[config.mk]
export PLATFORM = sky130hd
export DESIGN_NAME = memory_access_unit_flat
export DESIGN_NICKNAME = d
export VERILOG_FILES = /design/src/rtl/memory_access_unit_if.sv /design/src/rtl/memory_access_unit.sv /design/src/flat_wrapper.sv
export SDC_FILE = /design/constraint.sdc
export NUM_CORES = 1
export LEC_CHECK = 0
export CAP_MARGIN = 30
export CORE_MARGIN = 2
export CORE_UTILIZATION = 43
export DETAILED_ROUTE_END_ITERATION = 10
export GPL_TIMING_DRIVEN = 1
export MAX_ROUTING_LAYER = met4
export PLACE_DENSITY = 0.77
export SETUP_SLACK_MARGIN = 0.3
export SLEW_MARGIN = 40
export SYNTH_ARGS = -nofsm -noshare
export SYNTH_HDL_FRONTEND = slang
export SYNTH_SLANG_ARGS = --single-unit
[constraint.sdc]
create_clock -name clk_In -period 2.48 [get_ports clk_In]
set_input_delay 0.744 -clock clk_In [delete_from_list [all_inputs] [get_ports clk_In]]
set_output_delay 0.744 -clock clk_In [all_outputs]
set_load 0.05 [all_outputs]
[src/rtl/memory_access_unit_if.sv]
// Request/response and data-bus signal bundle of the memory access unit.
// master = the unit itself, slave = execute stage plus bus slave around it.
`ifndef MEM_WIDTH_NONE
`define MEM_WIDTH_NONE 2'd0
`define MEM_WIDTH_BYTE 2'd1
`define MEM_WIDTH_HALF 2'd2
`define MEM_WIDTH_WORD 2'd3
`endif
`ifndef EXCEPTION_LEN
`define EXCEPTION_LEN 4
`define EXCEP_NONE             4'd0
`define EXCEP_MISALIGNED_LOAD  4'd4
`define EXCEP_LOAD_FAULT       4'd5
`define EXCEP_MISALIGNED_STORE 4'd6
`define EXCEP_STORE_FAULT      4'd7
`endif

interface memory_access_unit_if;
  logic                      memAccess_In;
  logic [31:0]               memAddr_In;
  logic [31:0]               memData_In;
  logic [1:0]                memDataWidth_In;
  logic                      memIsRead_In;
  logic                      memAccessOK_Out;
  logic [31:0]               memData_Out;
  logic [`EXCEPTION_LEN-1:0] memException_Out;
  logic                      busValid_Out;
  logic [31:0]               busAddr_Out;
  logic                      busWrite_Out;
  logic [31:0]               busWData_Out;
  logic [3:0]                busWStrb_Out;
  logic                      busReady_In;
  logic [31:0]               busRData_In;
  logic                      busError_In;

  modport master (
    input  memAccess_In, memAddr_In, memData_In, memDataWidth_In, memIsRead_In,
    output memAccessOK_Out, memData_Out, memException_Out,
    output busValid_Out, busAddr_Out, busWrite_Out, busWData_Out, busWStrb_Out,
    input  busReady_In, busRData_In, busError_In
  );

  modport slave (
    output memAccess_In, memAddr_In, memData_In, memDataWidth_In, memIsRead_In,
    input  memAccessOK_Out, memData_Out, memException_Out,
    input  busValid_Out, busAddr_Out, busWrite_Out, busWData_Out, busWStrb_Out,
    output busReady_In, busRData_In, busError_In
  );
endinterface

[src/rtl/memory_access_unit.sv]
// Load/store engine between execute and a single-port word bus: one bus
// transaction per request, right-aligned load data, misalignment/fault/timeout.
`ifndef MEM_WIDTH_NONE
`define MEM_WIDTH_NONE 2'd0
`define MEM_WIDTH_BYTE 2'd1
`define MEM_WIDTH_HALF 2'd2
`define MEM_WIDTH_WORD 2'd3
`endif
`ifndef EXCEPTION_LEN
`define EXCEPTION_LEN 4
`define EXCEP_NONE             4'd0
`define EXCEP_MISALIGNED_LOAD  4'd4
`define EXCEP_LOAD_FAULT       4'd5
`define EXCEP_MISALIGNED_STORE 4'd6
`define EXCEP_STORE_FAULT      4'd7
`endif

module memory_access_unit #(
  parameter int unsigned TIMEOUT_CYCLES = 255
) (
  input logic                   clk_In,
  input logic                   resetN_In,
  memory_access_unit_if.master  mau
);

  localparam logic [31:0] TIMEOUT_LAST = 32'(TIMEOUT_CYCLES) - 32'd1;

  typedef enum logic [1:0] {IDLE, BUS, DONE} state_t;

  state_t                    state_q, state_d;
  logic [31:0]               addr_q, addr_d;
  logic [31:0]               wdata_q, wdata_d;
  logic [3:0]                strb_q, strb_d;
  logic                      write_q, write_d;
  logic [1:0]                width_q, width_d;
  logic                      abort_q, abort_d;
  logic [31:0]               wait_q, wait_d;
  logic [31:0]               rdata_q, rdata_d;
  logic [`EXCEPTION_LEN-1:0] exc_q, exc_d;

  logic                      req_misaligned;
  logic [3:0]                store_strb;
  logic [31:0]               store_data;
  logic [31:0]               shifted_rdata;
  logic [31:0]               load_data;
  logic                      timed_out;
  logic                      abort_now;
  logic [`EXCEPTION_LEN-1:0] fault_code;

  // Alignment check and store lane placement, taken from the raw request.
  always_comb begin
    req_misaligned = 1'b0;
    store_strb     = 4'b0000;
    store_data     = 32'd0;
    case (mau.memDataWidth_In)
      `MEM_WIDTH_BYTE: begin
        store_strb = 4'b0001 << mau.memAddr_In[1:0];
        store_data = {4{mau.memData_In[7:0]}};
      end
      `MEM_WIDTH_HALF: begin
        req_misaligned = mau.memAddr_In[0];
        store_strb     = 4'b0011 << {mau.memAddr_In[1], 1'b0};
        store_data     = {2{mau.memData_In[15:0]}};
      end
      `MEM_WIDTH_WORD: begin
        req_misaligned = (mau.memAddr_In[1:0] != 2'b00);
        store_strb     = 4'b1111;
        store_data     = mau.memData_In;
      end
      default: ;
    endcase
  end

  // Right-align the returned word on the captured byte lane, then trim to width.
  always_comb begin
    shifted_rdata = mau.busRData_In >> {addr_q[1:0], 3'b000};
    load_data     = shifted_rdata;
    case (width_q)
      `MEM_WIDTH_BYTE: load_data = {24'd0, shifted_rdata[7:0]};
      `MEM_WIDTH_HALF: load_data = {16'd0, shifted_rdata[15:0]};
      default:         load_data = shifted_rdata;
    endcase
  end

  assign timed_out  = (TIMEOUT_CYCLES != 0) && (wait_q == TIMEOUT_LAST);
  assign abort_now  = abort_q | ~mau.memAccess_In;
  assign fault_code = write_q ? `EXCEP_STORE_FAULT : `EXCEP_LOAD_FAULT;

  // Next-state and datapath updates; an abort still lets the bus cycle finish.
  always_comb begin
    state_d = state_q;
    addr_d  = addr_q;
    wdata_d = wdata_q;
    strb_d  = strb_q;
    write_d = write_q;
    width_d = width_q;
    abort_d = abort_q;
    wait_d  = wait_q;
    rdata_d = rdata_q;
    exc_d   = exc_q;
    case (state_q)
      IDLE: begin
        if (mau.memAccess_In) begin
          width_d = mau.memDataWidth_In;
          abort_d = 1'b0;
          wait_d  = 32'd0;
          rdata_d = 32'd0;
          exc_d   = `EXCEP_NONE;
          if (mau.memDataWidth_In == `MEM_WIDTH_NONE) begin
            state_d = DONE;
          end else if (req_misaligned) begin
            exc_d   = mau.memIsRead_In ? `EXCEP_MISALIGNED_LOAD : `EXCEP_MISALIGNED_STORE;
            state_d = DONE;
          end else begin
            addr_d  = mau.memAddr_In;
            write_d = ~mau.memIsRead_In;
            strb_d  = mau.memIsRead_In ? 4'b0000 : store_strb;
            wdata_d = mau.memIsRead_In ? 32'd0 : store_data;
            state_d = BUS;
          end
        end
      end
      BUS: begin
        if (mau.busReady_In) begin
          rdata_d = load_data;
          exc_d   = mau.busError_In ? fault_code : `EXCEP_NONE;
          state_d = abort_now ? IDLE : DONE;
        end else if (timed_out) begin
          rdata_d = 32'd0;
          exc_d   = fault_code;
          state_d = abort_now ? IDLE : DONE;
        end else begin
          wait_d  = wait_q + 32'd1;
          abort_d = abort_now;
        end
      end
      DONE: begin
        state_d = IDLE;
      end
      default: state_d = IDLE;
    endcase
  end

  // State and datapath registers with synchronous active-low reset.
  always_ff @(posedge clk_In) begin
    if (!resetN_In) begin
      state_q <= IDLE;
      addr_q  <= 32'd0;
      wdata_q <= 32'd0;
      strb_q  <= 4'b0000;
      write_q <= 1'b0;
      width_q <= `MEM_WIDTH_NONE;
      abort_q <= 1'b0;
      wait_q  <= 32'd0;
      rdata_q <= 32'd0;
      exc_q   <= `EXCEP_NONE;
    end else begin
      state_q <= state_d;
      addr_q  <= addr_d;
      wdata_q <= wdata_d;
      strb_q  <= strb_d;
      write_q <= write_d;
      width_q <= width_d;
      abort_q <= abort_d;
      wait_q  <= wait_d;
      rdata_q <= rdata_d;
      exc_q   <= exc_d;
    end
  end

  assign mau.busValid_Out     = (state_q == BUS);
  assign mau.busAddr_Out      = {addr_q[31:2], 2'b00};
  assign mau.busWrite_Out     = write_q;
  assign mau.busWData_Out     = wdata_q;
  assign mau.busWStrb_Out     = strb_q;
  assign mau.memAccessOK_Out  = (state_q == DONE);
  assign mau.memData_Out      = rdata_q;
  assign mau.memException_Out = (state_q == DONE) ? exc_q : `EXCEP_NONE;

endmodule

[src/flat_wrapper.sv]
// flat-port wrapper written by rule: the top's interface ports become plain ports
module memory_access_unit_flat 
#(
  parameter int unsigned TIMEOUT_CYCLES = 255
)
  (clk_In, resetN_In, mau_memAccess_In, mau_memAddr_In, mau_memData_In, mau_memDataWidth_In, mau_memIsRead_In, mau_memAccessOK_Out, mau_memData_Out, mau_memException_Out, mau_busValid_Out, mau_busAddr_Out, mau_busWrite_Out, mau_busWData_Out, mau_busWStrb_Out, mau_busReady_In, mau_busRData_In, mau_busError_In);
  memory_access_unit_if mau_i ();
  input logic clk_In;
  input logic resetN_In;
  input wire logic [$bits(mau_i.memAccess_In)-1:0] mau_memAccess_In;
  input wire logic [$bits(mau_i.memAddr_In)-1:0] mau_memAddr_In;
  input wire logic [$bits(mau_i.memData_In)-1:0] mau_memData_In;
  input wire logic [$bits(mau_i.memDataWidth_In)-1:0] mau_memDataWidth_In;
  input wire logic [$bits(mau_i.memIsRead_In)-1:0] mau_memIsRead_In;
  output wire logic [$bits(mau_i.memAccessOK_Out)-1:0] mau_memAccessOK_Out;
  output wire logic [$bits(mau_i.memData_Out)-1:0] mau_memData_Out;
  output wire logic [$bits(mau_i.memException_Out)-1:0] mau_memException_Out;
  output wire logic [$bits(mau_i.busValid_Out)-1:0] mau_busValid_Out;
  output wire logic [$bits(mau_i.busAddr_Out)-1:0] mau_busAddr_Out;
  output wire logic [$bits(mau_i.busWrite_Out)-1:0] mau_busWrite_Out;
  output wire logic [$bits(mau_i.busWData_Out)-1:0] mau_busWData_Out;
  output wire logic [$bits(mau_i.busWStrb_Out)-1:0] mau_busWStrb_Out;
  input wire logic [$bits(mau_i.busReady_In)-1:0] mau_busReady_In;
  input wire logic [$bits(mau_i.busRData_In)-1:0] mau_busRData_In;
  input wire logic [$bits(mau_i.busError_In)-1:0] mau_busError_In;
  assign mau_i.memAccess_In = mau_memAccess_In;
  assign mau_i.memAddr_In = mau_memAddr_In;
  assign mau_i.memData_In = mau_memData_In;
  assign mau_i.memDataWidth_In = mau_memDataWidth_In;
  assign mau_i.memIsRead_In = mau_memIsRead_In;
  assign mau_memAccessOK_Out = mau_i.memAccessOK_Out;
  assign mau_memData_Out = mau_i.memData_Out;
  assign mau_memException_Out = mau_i.memException_Out;
  assign mau_busValid_Out = mau_i.busValid_Out;
  assign mau_busAddr_Out = mau_i.busAddr_Out;
  assign mau_busWrite_Out = mau_i.busWrite_Out;
  assign mau_busWData_Out = mau_i.busWData_Out;
  assign mau_busWStrb_Out = mau_i.busWStrb_Out;
  assign mau_i.busReady_In = mau_busReady_In;
  assign mau_i.busRData_In = mau_busRData_In;
  assign mau_i.busError_In = mau_busError_In;
  memory_access_unit #(.TIMEOUT_CYCLES(TIMEOUT_CYCLES)) u_core (.clk_In(clk_In), .resetN_In(resetN_In), .mau(mau_i));
endmodule
==> results.txt, run 1 <==
----------------------------------------------------
[STA]
  RSZ-0062 raised after global routing ... true
  Total of endpoints with negative setup slack in the final report ... 1
  Final hold violations ... 0
  Period utilisation layout ... 101%
  Worst-Margin Slew ... roughly 0.73 ns
  Setup slack after layout ... -0.0183 ns
  Upper clock frequency limit ... about 400 MHz
  Worst hold slack after final layout ... about 0.45 ns
  Final worst path period need ... approximately 2.5 ns
  Max Transition Viols Final ... 0
  Worst clock skew ... 0.0111 ns
  Remaining max-slew budget at the tightest pin ... about half
  Setup total negative slack ... -0.0183 ns

[Clocking]
  Clock transition at path regs ... ~0.060 ns
  Buffer type at the clock tree root ... sky130_fd_sc_hd__clkbuf_16
  TritonCTS Buffers ... 17
  Clock latency on the worst-skew pair ... approximately 0.42 ns
  Number of sinks handled by clock tree synthesis ... around 140
  Number of buffers inserted by hold repair at cts ... 0
  H-tree lvl count ... 4
  TritonCTS clock tree ... done
  Number of buffers between clock root and the deepest sink ... 2

[Placed design]
  Placement-stage cell area ... 9280 um2
  Port Buffers ... just over 200
  DPL Wire Length ... roughly 15000 um
  Final weighted congestion of routability-driven global placement ... just over 0.9

[Global route]
  Maximum number of pins on one net before global-route repair ... 39
  Met3 track utilization from global routing ... under 10%
  Vias in the first global route ... ~6.7k
  Met1 routing resource usage after global routing ... approximately a third
  Met2 Use GR ... between 40% and 50%
  Number of antenna violations at the first check in global routing ... 0
  Top Usage Layer GRT ... met2
  First-pass GRT wire length ... ~35000 um
  Global routing usage summed across all routing layers ... 26.7%
  GRT Residual Overflow ... 0

[Floorplanning]
  Die H ... around 130 um
  Total Die Area ... about 17000 um2
  Initial core utilization ... 43.6%
  Width of the die ... 131 um
  Io pins ... between 200 and 250
  Row Count ... 46
  Standard cell core area ... ~16000 um2

[Synthesis]
  Library cell with the largest summed area after synthesis ... sky130_fd_sc_hd__dfxtp_1
  Yosys warning total ... 0
  Proportion of synthesized chip area in sequential cells ... 41.0%
  Mean area per synthesized cell ... roughly 8.3 um2
  Leading cell types by total area after synthesis ... sky130_fd_sc_hd__dfxtp_1 41%, sky130_fd_sc_hd__a21oi_1 8.5%, sky130_fd_sc_hd__nand2_1 6.9%
  #FFs+latches synth ... between 100 and 150
  Instance count of the mapped netlist ... between 800 and 900
  Async SR Flop Fraction ... 0%
  Yosys cell types ... 63
  Area of the mapped netlist ... between 6000 and 7000 um2
  Prevailing post-synth register cell ... sky130_fd_sc_hd__dfxtp_1
  Yosys top cell area share ... 41.0%
  Count of flip-flops with a built-in enable after synthesis ... 0

[Layout]
  ANT cells ... 0
  Number of nets at the end of the flow ... 1161
  Synth-to-layout area growth ... 53.6%
  Share of cells above drive strength 1 ... between 10% and 20%
  Total of fill cells in the finished design ... 1279
  Cell area after layout ... around 11000 um2

[Hold path]
  Path type of the worst min-delay path ... flip-flop to flip-flop
  Startpoint of the worst hold path ... u_core.mau.busWData_Out[19]$_SDFFE_PN0P_

[Detailed routing]
  Mean routed wirelength per cell ... roughly 18 um
  # DRC ... 0
  Drt via density ... between 5 and 6
  Final ANT Viol Nets ... 0
  Number of optimization iterations in the first detailed-route pass ... 5
  Total vias in the final route ... 7162
  Initial drt markers ... 582
  Total wire length after detailed routing ... approximately 23000 um

[Status]
  Run status ... complete, but fails checks
  Failing checks ... setup timing

[Worst setup path]
  Arrival time of data at the critical path endpoint ... 2.79 ns
  Classification of the worst setup path ... flip-flop to flip-flop
  Startpoint type of the worst setup path ... flip-flop
  Critical path fanouts, max ... 7
  Worst reg2reg startpoint ... u_core.wait_q[28]$_SDFFE_PN0P_
  Critical path data required time ... approximately 2.8 ns
  Critical path endpoint category ... flip-flop
  Worst setup startpoint ... u_core.wait_q[28]$_SDFFE_PN0P_

[Run]
  Number of maximum-capacitance violations ... 0

[Pwr]
  Worst voltage drop across the vdd grid ... around 0.00051 V
  Power per unit of standard cell area ... 568 nW/um2
  Leakage power summed over all cells ... roughly 4.4 nW

----------------------------------------------------
==> through the flow <==
stage / std cells / util, % / power, mW / worst slack (ns)
3_3_place_gp: 1221 / 58.8 / 3.40 / -0.0282
6_report: 1282 / 67.0 / 6.00 / -0.0183
3_5_place_dp: 1221 / 58.8 / 3.40 / -0.103
4_1_cts: 1276 / 64.9 / 5.97 / 0.0985
2_1_floorplan: 830 / - / 2.98 / 0.252
5_1_grt: 1282 / 67.0 / 6.22 / -0.0328
==> flip-flops by register name, summed over array words and instances, names as in the netlist <==
signal,cells
u_core.mau.memData_Out,32
u_core.mau.busWData_Out,32
u_core.mau.busWStrb_Out,4
u_core.abort_q,1
u_core.addr_q,32
u_core.state_q,2
u_core.width_q,2
u_core.mau.busWrite_Out,1
u_core.exc_q,3
u_core.wait_q,32
==> where the power goes <==
group / switching, mW / total [mW] / internal (mW) / leakage, nW
sequential: 0.0373 / 2.36 / 2.33 / 1.14
clock: 1.02 / 2.51 / 1.49 / 0.264
combinational: 0.625 / 1.13 / 0.502 / 2.99
total: 1.69 / 6.00 / 4.32 / 4.40
==> critical path: stages (launching register included) <==
cell and delay (ns):
sky130_fd_sc_hd__dfxtp_2 0.32, sky130_fd_sc_hd__or4_4 0.54, sky130_fd_sc_hd__or4_4 0.58, sky130_fd_sc_hd__o21ai_4 0.18, sky130_fd_sc_hd__buf_6 0.16, sky130_fd_sc_hd__buf_12 0.11
sky130_fd_sc_hd__buf_8 0.13, sky130_fd_sc_hd__a211oi_2 0.08, sky130_fd_sc_hd__o22a_1 0.26
==> logic make-up after synthesis <==
| logic type | count (synthesis) | synth area share, % |
|---|---|---|
| buffers and inverters | 110 | 8.56 |
| AND/OR/NAND/NOR | 309 | 22.6 |
| multiplexers | 34 | 5.24 |
| AO/OA/AOI/OAI | 230 | 22.0 |
| flip-flops | 141 | 41.0 |
| other | 1 | 0.0545 |
| adder cells (fa/ha/maj) | 3 | 0.546 |
==> cell usage in the layout, fill, tap and decap left out, types with 12 or more instances in the layout <==
master / Yosys / routed
sky130_fd_sc_hd__a21oi_1: 117 / 106
sky130_fd_sc_hd__and2_1: 15 / 14
sky130_fd_sc_hd__dfxtp_1: 141 / 136
sky130_fd_sc_hd__mux2_2: 16 / 16
sky130_fd_sc_hd__buf_6: 3 / 23
sky130_fd_sc_hd__a22o_1: 17 / 17
sky130_fd_sc_hd__o21ai_0: 19 / 18
sky130_fd_sc_hd__nand4_1: 12 / 12
sky130_fd_sc_hd__buf_4: 36 / 55
sky130_fd_sc_hd__clkdlybuf4s50_1: 0 / 102
sky130_fd_sc_hd__dlygate4sd2_1: 0 / 98
sky130_fd_sc_hd__or3_1: 33 / 32
sky130_fd_sc_hd__nor2_1: 33 / 27
sky130_fd_sc_hd__nand3_1: 24 / 22
sky130_fd_sc_hd__mux2i_1: 18 / 18
sky130_fd_sc_hd__nand2_1: 126 / 126
sky130_fd_sc_hd__clkbuf_16: 0 / 19
==> synthesized netlist by cell type, types with 2 or more instances <==
| cell | n |
|---|---|
| sky130_fd_sc_hd__dfxtp_1 | 141 |
| sky130_fd_sc_hd__nand2_1 | 126 |
| sky130_fd_sc_hd__a21oi_1 | 117 |
| sky130_fd_sc_hd__clkbuf_1 | 47 |
| sky130_fd_sc_hd__buf_4 | 36 |
| sky130_fd_sc_hd__nor2_1 | 33 |
| sky130_fd_sc_hd__or3_1 | 33 |
| sky130_fd_sc_hd__nand3_1 | 24 |
| sky130_fd_sc_hd__o21ai_0 | 19 |
| sky130_fd_sc_hd__mux2i_1 | 18 |
| sky130_fd_sc_hd__a22o_1 | 17 |
| sky130_fd_sc_hd__mux2_2 | 16 |
| sky130_fd_sc_hd__and2_1 | 15 |
| sky130_fd_sc_hd__nor2b_1 | 14 |
| sky130_fd_sc_hd__inv_1 | 12 |
| sky130_fd_sc_hd__nand4_1 | 12 |
| sky130_fd_sc_hd__and3_1 | 11 |
| sky130_fd_sc_hd__o22a_1 | 10 |
| sky130_fd_sc_hd__a32o_1 | 9 |
| sky130_fd_sc_hd__nor3b_1 | 9 |
| sky130_fd_sc_hd__a211o_1 | 8 |
| sky130_fd_sc_hd__a211oi_1 | 8 |
| sky130_fd_sc_hd__o2bb2ai_1 | 8 |
| sky130_fd_sc_hd__a31oi_1 | 7 |
| sky130_fd_sc_hd__nor4_1 | 7 |
| sky130_fd_sc_hd__buf_2 | 6 |
| sky130_fd_sc_hd__nor3_1 | 6 |
| sky130_fd_sc_hd__nand2b_1 | 4 |
| sky130_fd_sc_hd__o221a_2 | 4 |
| sky130_fd_sc_hd__and4_1 | 3 |
| sky130_fd_sc_hd__buf_1 | 3 |
| sky130_fd_sc_hd__buf_6 | 3 |
| sky130_fd_sc_hd__ha_1 | 3 |
| sky130_fd_sc_hd__nand3b_1 | 3 |
| sky130_fd_sc_hd__o221a_1 | 3 |
| sky130_fd_sc_hd__a41oi_1 | 2 |
| sky130_fd_sc_hd__o21a_1 | 2 |
| sky130_fd_sc_hd__o22ai_1 | 2 |
| sky130_fd_sc_hd__o31a_1 | 2 |
| sky130_fd_sc_hd__or4bb_1 | 2 |
==> final cells by class <==
cell class | count | area, um2 | area share (%)
clock buffer | 20 | 437 | 4.13
clock inverter | 11 | 134 | 1.27
inverter | 14 | 57.6 | 0.545
multi-input combinational | 579 | 3820 | 36.1
sequential | 141 | 2830 | 26.8
tap | 216 | 270 | 2.56
timing repair buffer | 301 | 3020 | 28.6
==> final timing paths <==
path | end | slack [ns] | cells past startpoint
hold reg to reg | u_core.mau.busWData_Out[19]$_SDFFE_PN0P_ | 0.45 | 2
setup reg to reg | u_core.wait_q[12]$_SDFFE_PN0P_ | -0.02 | 8
hold / removal | u_core.mau.busWData_Out[19]$_SDFFE_PN0P_ | 0.45 | 2
setup / recovery | u_core.wait_q[12]$_SDFFE_PN0P_ | -0.02 | 8
==> routing by layer <==
metal	part of all wire, %	up-vias
li1	-	3404
met3	8.8	72
met5	0	-
met1	41	3329
met2	47	357
met4	2.9	0
==> timing repair <==
item / 4_1_cts / 5_1_grt
pin swaps: 36 / 30
setup endpoints to repair: 170 / 99
gates resized for setup: 147 / 58
setup buffers: 16 / 5
cloned: 8 / 1
No activity file was read; power rests on OpenSTA's default activity.
==> inputs of run 2 (changes only) <==
--- a/config.mk
+++ b/config.mk
@@ -8,6 +8,7 @@
 export CAP_MARGIN = 30
 export CORE_MARGIN = 2
 export CORE_UTILIZATION = 43
+export CTS_BUF_LIST = sky130_fd_sc_hd__clkbuf_16
 export DETAILED_ROUTE_END_ITERATION = 10
 export GPL_TIMING_DRIVEN = 1
 export MAX_ROUTING_LAYER = met4
==> run 2 against run 1 <==
The run still ends with setup timing left. Largest power group unchanged. Cell count stayed put. Sequential cell count is the same. Cell area did not move. First-iteration DRC count unchanged. Critical path type unchanged. Count of clock-buffer cells in the layout is 3 lower.
==> results.txt, run 2 (same netlist as run 1, synthesis figures left out) <==
----------------------------------------------------
[Run]
  Number of maximum-capacitance violations ... 0

[Pwr]
  Logic pwr share ... between 10% and 20%
  Leakage power summed over all cells ... 4.41 nW
  Worst voltage drop across the vdd grid ... 0.000516 V
  Total net switching power ... around 1.7 mW
  Design internal power ... 4.30 mW
  Clk network pwr share ... a little over two fifths
  Total design power ... 6.00 mW
  Sequential share of power ... around 39%
  Switching portion of total power ... between 20 and 30%
  Power per unit of standard cell area ... 567 nW/um2

[STA]
  Setup total negative slack ... -0.0218 ns
  Final worst path period need ... 2.50 ns
  Remaining max-slew budget at the tightest pin ... approximately half
  Total of endpoints with negative setup slack in the final report ... 1
  Final hold violations ... 0
  Worst clock skew ... 0.0112 ns
  Upper clock frequency limit ... around 400 MHz
  RSZ-0062 raised after global routing ... true
  Max Transition Viols Final ... 0
  Period utilisation layout ... 101%
  Worst-Margin Slew ... between 0.7 and 0.8 ns
  Setup slack after layout ... -0.0218 ns

[Worst setup path]
  Classification of the worst setup path ... flip-flop to flip-flop
  Cell chain of the critical path ... or4_4 -> or4_4 -> o21ai_4 -> buf_6 -> buf_12 -> buf_8 -> a211oi_2 -> o22a_1
  Crit path max-delay cell type ... sky130_fd_sc_hd__or4_4
  Most frequent CP cell ... sky130_fd_sc_hd__or4_4
  Arrival time of data at the critical path endpoint ... 2.79 ns
  Critical path data required time ... between 2 and 3 ns
  Critical path fanouts, max ... 7
  Setup slack on the worst flop-to-flop path ... -0.02 ns
  Delay of the slowest critical-path stage ... around 0.6 ns
  Startpoint type of the worst setup path ... flip-flop
  Critical path endpoint category ... flip-flop

[Status]
  Run status ... complete, but fails checks
  Failing checks ... setup timing

[Clocking]
  Number of buffers inserted by hold repair at cts ... 0
  Number of sinks handled by clock tree synthesis ... 141
  Clock latency on the worst-skew pair ... about 0.42 ns
  Number of buffers between clock root and the deepest sink ... 2
  Buffer type at the clock tree root ... sky130_fd_sc_hd__clkbuf_16
  TritonCTS clock tree ... done
  Clock transition at path regs ... around 0.060 ns
  H-tree lvl count ... 4
  TritonCTS Buffers ... 17

[Layout]
  Number of nets at the end of the flow ... between 1k and 1.5k
  Storage element area ... between 2000 and 3000 um2
  Share of cells above drive strength 1 ... 19.8%
  Commonest cells after routing, fill and taps aside ... 136 x sky130_fd_sc_hd__dfxtp_1, 126 x sky130_fd_sc_hd__nand2_1, 106 x sky130_fd_sc_hd__a21oi_1, 102 x sky130_fd_sc_hd__clkdlybuf4s50_1, 98 x sky130_fd_sc_hd__dlygate4sd2_1
  Area of the multi-input gates ... roughly 3800 um2
  Most frequent standard cell in the layout excluding fill and tap cells ... sky130_fd_sc_hd__dfxtp_1
  Synth-to-layout area growth ... 53.6%
  Core utilization of the finished layout ... roughly two thirds
  Total of fill cells in the finished design ... 1279
  ANT cells ... 0

[Detailed routing]
  Mean routed wirelength per cell ... around 18 um
  Total wire length after detailed routing ... about 23000 um
  Number of optimization iterations in the first detailed-route pass ... 5
  Final ANT Viol Nets ... 0
  Initial drt markers ... 582
  Drt via density ... 5.58
  # DRC ... 0
  Total vias in the final route ... 7159

[Placed design]
  Post-placement setup slack ... -0.103 ns
  Final weighted congestion of routability-driven global placement ... between 0.9 and 1
  DPL Wire Length ... 14500 um
  Port Buffers ... between 200 and 250

[Global route]
  Global routing usage summed across all routing layers ... between 20% and 30%
  First-pass GRT wire length ... ~35000 um
  Maximum number of pins on one net before global-route repair ... 39
  Number of antenna violations at the first check in global routing ... 0
  Met2 Use GR ... around 42%
  Top Usage Layer GRT ... met2
  GRT Residual Overflow ... 0
  Met3 track utilization from global routing ... approximately 7.3%
  Met1 routing resource usage after global routing ... 32.6%
  Vias in the first global route ... roughly 6.7k

[Floorplanning]
  Width of the die ... 131 um
  Standard cell core area ... around 16000 um2
  Total Die Area ... approximately 17000 um2
  Row Count ... between 40 and 50
  Initial core utilization ... between 40% and 50%
  Die H ... around 130 um
  Io pins ... roughly 210

[Hold path]
  Path type of the worst min-delay path ... flip-flop to flip-flop

----------------------------------------------------
-- run 2: cell count changes in the layout (fill, tap and decap cells not counted), sizes merged --
cell,change
clkbuf,-3
inv,+3
-- run 2: worst paths after layout --
kind | cells after the start | end | from
worst max-delay path | 8 | u_core.wait_q[12]$_SDFFE_PN0P_ | u_core.wait_q[28]$_SDFFE_PN0P_
worst min-delay path | 2 | u_core.mau.busWData_Out[19]$_SDFFE_PN0P_ | u_core.mau.busWData_Out[19]$_SDFFE_PN0P_
worst max register to register | 8 | u_core.wait_q[12]$_SDFFE_PN0P_ | u_core.wait_q[28]$_SDFFE_PN0P_
worst min register to register | 2 | u_core.mau.busWData_Out[19]$_SDFFE_PN0P_ | u_core.mau.busWData_Out[19]$_SDFFE_PN0P_
-- run 2: power groups by stage --
stage	clock, mW	combinational [mW]	sequential (mW)
floorplan	0	0.481	2.50
detailed placement	0	0.992	2.41
global route	2.65	1.19	2.37
CTS	2.53	1.06	2.36
global placement	0	0.988	2.41
finish	2.51	1.13	2.36
-- run 2: worst max-delay path, delay by kind of cell (launching register included) --
kind | cells | cell delay [ns]
flip-flops | 1 | 0.32
AO/OA/AOI/OAI | 3 | 0.52
AND/OR/NAND/NOR | 2 | 1.13
buffers and inverters | 3 | 0.41
-- run 2: metal layers --
| layer | vias up | wire (um) |
|---|---|---|
| li1 | 3403 | - |
| met1 | 3337 | 9500 |
| met2 | 356 | 11000 |
| met3 | 63 | 2040 |
| met4 | 0 | 636 |
| met5 | - | 0 |
-- run 2: area by class of cell --
type,instances,share of cell area (%)
repair buffers,301,28.6
multi-input cells,579,36.1
inverters,14,0.545
clock buffers,17,4.03
clock inverters,14,1.37
well taps,216,2.56
flip-flops and latches,141,26.8
-- run 2: per-stage QoR --
step                      hold WS (ns)  instances  area, um2
after floorplan                  0.433        830       6910
after global placement           0.440       1221       9280
after detailed placement         0.446       1221       9280
after CTS                        0.452       1276      10200
after global routing             0.467       1282      10600
final                            0.449       1282      10600
-- run 2: what timing repair did --
action	4_1_cts	5_1_grt
pin swaps	36	30
gates cloned	8	1
buffers inserted	16	5
setup endpoints to repair	170	99
gates resized for setup	147	58
